<file path="src/rtl/onehot_encoder_2bit.sv">
// Synchronises and debounces four select lines, priority-encodes the accepted
// pattern into a 2-bit index and hands it out over a valid/ready handshake.

module onehot_encoder_2bit #(
    parameter int DEBOUNCE_CYCLES = 16,
    parameter int CNT_W           = 8
) (
    input  logic       clk,
    input  logic       resetN,
    input  logic [3:0] signalIn,
    input  logic       ready,
    output logic [1:0] indexOut,
    output logic       valid,
    output logic       multiHot,
    output logic [7:0] acceptCount
);

    // state    | meaning
    // IDLE     | no selection seen, waiting for a nonzero pattern
    // DEBOUNCE | pattern captured, counting stable cycles
    // HOLD     | index presented, waiting for ready
    // RELEASE  | accepted, waiting for a debounced all-zero release
    typedef enum logic [1:0] {
        IDLE     = 2'd0,
        DEBOUNCE = 2'd1,
        HOLD     = 2'd2,
        RELEASE  = 2'd3
    } state_t;

    // Down-counter: loaded with the last count, terminal at zero.
    localparam logic [CNT_W-1:0] CNT_LAST = CNT_W'(DEBOUNCE_CYCLES - 1);

    state_t           state, state_nx;
    logic [3:0]       sync1, synced;
    logic [3:0]       sample, sample_nx;
    logic [CNT_W-1:0] cnt, cnt_nx;
    logic [1:0]       index_nx;
    logic             valid_nx;
    logic             multi_nx;
    logic [7:0]       count_nx;

    function automatic logic [1:0] prio_enc(input logic [3:0] s);
        logic [1:0] r;
        if (s[3])      r = 2'd3;
        else if (s[2]) r = 2'd2;
        else if (s[1]) r = 2'd1;
        else           r = 2'd0;
        return r;
    endfunction

    always_ff @(posedge clk or negedge resetN) begin
        if (!resetN) begin
            sync1  <= '0;
            synced <= '0;
        end else begin
            sync1  <= signalIn;
            synced <= sync1;
        end
    end

    always_ff @(posedge clk or negedge resetN) begin
        if (!resetN) begin
            state       <= IDLE;
            sample      <= '0;
            cnt         <= '0;
            indexOut    <= '0;
            valid       <= 1'b0;
            multiHot    <= 1'b0;
            acceptCount <= '0;
        end else begin
            state       <= state_nx;
            sample      <= sample_nx;
            cnt         <= cnt_nx;
            indexOut    <= index_nx;
            valid       <= valid_nx;
            multiHot    <= multi_nx;
            acceptCount <= count_nx;
        end
    end

    always_comb begin
        state_nx  = state;
        sample_nx = sample;
        cnt_nx    = cnt;
        index_nx  = indexOut;
        valid_nx  = valid;
        multi_nx  = multiHot;
        count_nx  = acceptCount;

        case (state)
            IDLE: begin
                valid_nx = 1'b0;
                if (synced != 4'b0) begin
                    sample_nx = synced;
                    cnt_nx    = CNT_LAST;
                    state_nx  = DEBOUNCE;
                end
            end
            DEBOUNCE: begin
                valid_nx = 1'b0;
                if (synced == 4'b0) begin
                    state_nx = IDLE;
                end else if (synced != sample) begin
                    sample_nx = synced;
                    cnt_nx    = CNT_LAST;
                end else if (cnt == '0) begin
                    index_nx = prio_enc(sample);
                    multi_nx = ((sample & (sample - 4'd1)) != 4'b0);
                    valid_nx = 1'b1;
                    state_nx = HOLD;
                end else begin
                    cnt_nx = cnt - 1'b1;
                end
            end
            HOLD: begin
                valid_nx = 1'b1;
                if (ready) begin
                    valid_nx = 1'b0;
                    count_nx = acceptCount + 8'd1;
                    cnt_nx   = CNT_LAST;
                    state_nx = RELEASE;
                end
            end
            RELEASE: begin
                valid_nx = 1'b0;
                if (synced != 4'b0) begin
                    cnt_nx = CNT_LAST;
                end else if (cnt == '0) begin
                    state_nx = IDLE;
                end else begin
                    cnt_nx = cnt - 1'b1;
                end
            end
            default: begin
                valid_nx = 1'b0;
                state_nx = IDLE;
            end
        endcase
    end

endmodule
</file>
<file path="config.mk">
export PLATFORM = sky130hd
export DESIGN_NAME = onehot_encoder_2bit
export DESIGN_NICKNAME = d
export VERILOG_FILES = /design/src/rtl/onehot_encoder_2bit.sv
export SDC_FILE = /design/constraint.sdc
export NUM_CORES = 1
export LEC_CHECK = 0
export CORE_UTILIZATION = 58
export DETAILED_ROUTE_END_ITERATION = 6
export MAX_ROUTING_LAYER = met4
export PLACE_DENSITY = 0.83
export SKIP_LAST_GASP = 1
export SLEW_MARGIN = 25
export SYNTH_ARGS = -nofsm -noshare
export SYNTH_HDL_FRONTEND = slang
export SYNTH_SLANG_ARGS = --single-unit
</file>
<file path="constraint.sdc">
create_clock -name clk -period 5.3 [get_ports clk]
set_input_delay 0.795 -clock clk [delete_from_list [all_inputs] [get_ports clk]]
set_output_delay 0.795 -clock clk [all_outputs]
set_load 0.005 [all_outputs]
</file>
==> impl_metrics.toml <==
[pwr]
pwr_density_cell_nw_per_um2 = 252.8
power.leakage_nw = 0.7752
ir_drop_mv = 0.2435

[logic_synthesis]
avgSynthCellArea_um2 = 11.93
syn_area_um2 = 1539
yosysTopAreaCellShare = 0.5528
ys_ff_latch = 34
yosys.area.top_type = "dfrtp_1"
yosysUniqueCellTypes = 42
seq_area_frac_synth = 0.5528
yosys_warnings = 0
syn-num-nets = 138
postSynthCellCount = 129
synthArstFlopShare = 1.000
synth_top_flop_cell = "dfrtp_1"
synth_edf_count = 0
synth_area_leaders = "dfrtp_1 (55%), xor2_1 (4.0%), xnor2_1 (3.4%)"

[setup_path]
critPathKind = "flop to flop"
reg2reg_slack_ns = 3.02
reg2regPathDepth = 6
critPathLaunchType = "flop"
r2r_start = "cnt[0]"
cp.arrival_ns = 2.51
cp_max_fo = 10
crit_required_ns = 5.54
endpoint_kind = "flop"
cp-startpoint = "cnt[0]"
regToRegEndpoint = "indexOut[1]"

[sta]
finalSetupTns_ns = 0
holdWs_ns = 0.3545
fmax_ghz = 0.4392
drv_slew = 0
slew_headroom = 0.6490
finalSetupViolCount = 0
worst_slew_pin_slew_ns = 0.5218
clock_skew_ns = 0.02168
rsz0062_at_grt = "no"
fin_crit_ns = 2.277
hold_viol_final = 0
fin_crit_sh = 0.4296

[clocking]
h-tree-depth = 2
postCtsSetupBuffers = 0
cts_buffer_depth = 2
cts_tree = "yes"
cts_resized = 0
numCtsBuffers = 5
clkSinkCount = 34
cts_hold_buf = 0
clk_latency_ns = 0.34
clk_pin_slew_ns = 0.11
root_buffer = "clkbuf_4"

[routing]
drc_errors = 0
via_per_inst = 5.838
first_pass_iters = 4
wire_per_inst_um = 14.61
drt_iter0_drc = 19
wirelength_um = 2702
postRouteAntennaNets = 0
vias = 1080

[floorplan]
core_area_um2 = 2500
die_h_um = 53.51
dieArea_um2 = 2863
start_util = 0.6156
fp.dieW_um = 53.51
io_pins = 19
rows = 18

[global_route]
antenna_found_initial = 0
grt_overflow = 0
grt_pass1_vias = 1013
grt_max_degree = 35
grt_first_pass_wirelength_um = 4429
grt.total_usage = 0.2314

[placement]
dpl.hpwl_um = 1946
placed_cell_area_um2 = 1760
globalplace.congestion = 0.8312
io_buffers = 18

[final_layout]
finalNetCount = 163
drive_above_1_share = 0.1613
multi_input_area_um2 = 665.6
fin_area_um2 = 1821
final_cell_mix = "dfrtp_1 (34), clkdlybuf4s50_1 (18), nand2_1 (12)"
final_util = 0.7282
n_antenna_cell = 0
seqCellArea_um2 = 850.8
final_common_cell = "dfrtp_1"
syn2layout_area_growth_pct = 18.29
fill_cells = 185

[hold_path]
min_path_type = "flop to flop"
min_to = "synced[2]"
worstHoldStart = "sync1[2]"
hold_depth = 0

[flow_run]
cap_violations = 0

[outcome]
status = "finished clean"
## flip-flops by register name, indices dropped and copies added, names as in the netlist, named ones only
name,flops
acceptCount,8
cnt,8
sample,4
sync1,4
synced,4
indexOut,2
multiHot,1
state,1
valid,1
## metrics by stage
| stage | cells | power [W] | worst slack (ns) |
|---|---|---|---|
| floorplan | 129 | 0.0002993 | 3.292 |
| detailed placement | 177 | 0.0003154 | 2.823 |
| global route | 185 | 0.0004775 | 2.936 |
| CTS | 185 | 0.0004645 | 3.030 |
| finish | 185 | 0.0004602 | 3.023 |
| global placement | 177 | 0.0003134 | 2.864 |
## cell type report
class,instances,area share
well taps,30,0.02062
flip-flops and latches,34,0.4674
inverters,5,0.01031
multi-input cells,89,0.3656
clock buffers,7,0.03024
repair buffers,19,0.1031
clock inverters,1,0.002749
## synthesized netlist by cell type, types with 2 or more instances
master and number:
mux2_4 2, xor2_1 7, xnor2_1 6, nor3_1 3, a31oi_1 4, o21ai_0 7
a22o_1 4, inv_1 5, nand2_1 12, nor2b_1 2, nor4_4 2, o21ai_1 2
a21oi_1 3, dfrtp_1 34, nand3_1 4, ha_1 2, nand4_1 2, nor2_1 4
## cell families after synthesis
family	Yosys count	synth area share
AO/OA/AOI/OAI	29	0.1268
XOR/XNOR	13	0.07398
adder cells (fa/ha/maj)	3	0.02276
buffers and inverters	6	0.01463
flip-flops	34	0.5528
multiplexers	3	0.02683
AND/OR/NAND/NOR	41	0.1821
## worst max-delay path by stage
stage	endpoint	slack (ns)	depth (start not counted)
after floorplan	indexOut[1]	3.29	6
after global placement	cnt[0]	2.86	6
after detailed placement	cnt[0]	2.82	6
after CTS	indexOut[1]	3.03	6
after global routing	indexOut[1]	2.94	6
final	indexOut[1]	3.02	6
## power by group
part,total [W],leakage [nW],switching (W),internal [W]
sequential,0.000275,0.420,0.00000887,0.000266
combinational,0.0000345,0.320,0.0000182,0.0000163
clock,0.000150,0.0353,0.0000862,0.0000643
## layer usage
| layer | wire, µm | global-route usage | vias up | part of all wire |
|---|---|---|---|---|
| met5 | 0 | - | - | 0 |
| li1 | - | - | 523 | - |
| met1 | 1199 | 0.2781 | 524 | 0.44 |
| met2 | 1362 | 0.3583 | 28 | 0.50 |
| met3 | 107 | 0.08046 | 5 | 0.040 |
| met4 | 33 | 0.08333 | 0 | 0.012 |
## critical path: stages, from the launching register on
cell and delay (ns):
dfrtp_1 0.42, inv_1 0.11, ha_1 0.20, or3b_4 0.43
nor3b_4 0.39, nand4_2 0.26, mux2_4 0.36
Power figures use the tool's default switching activity.
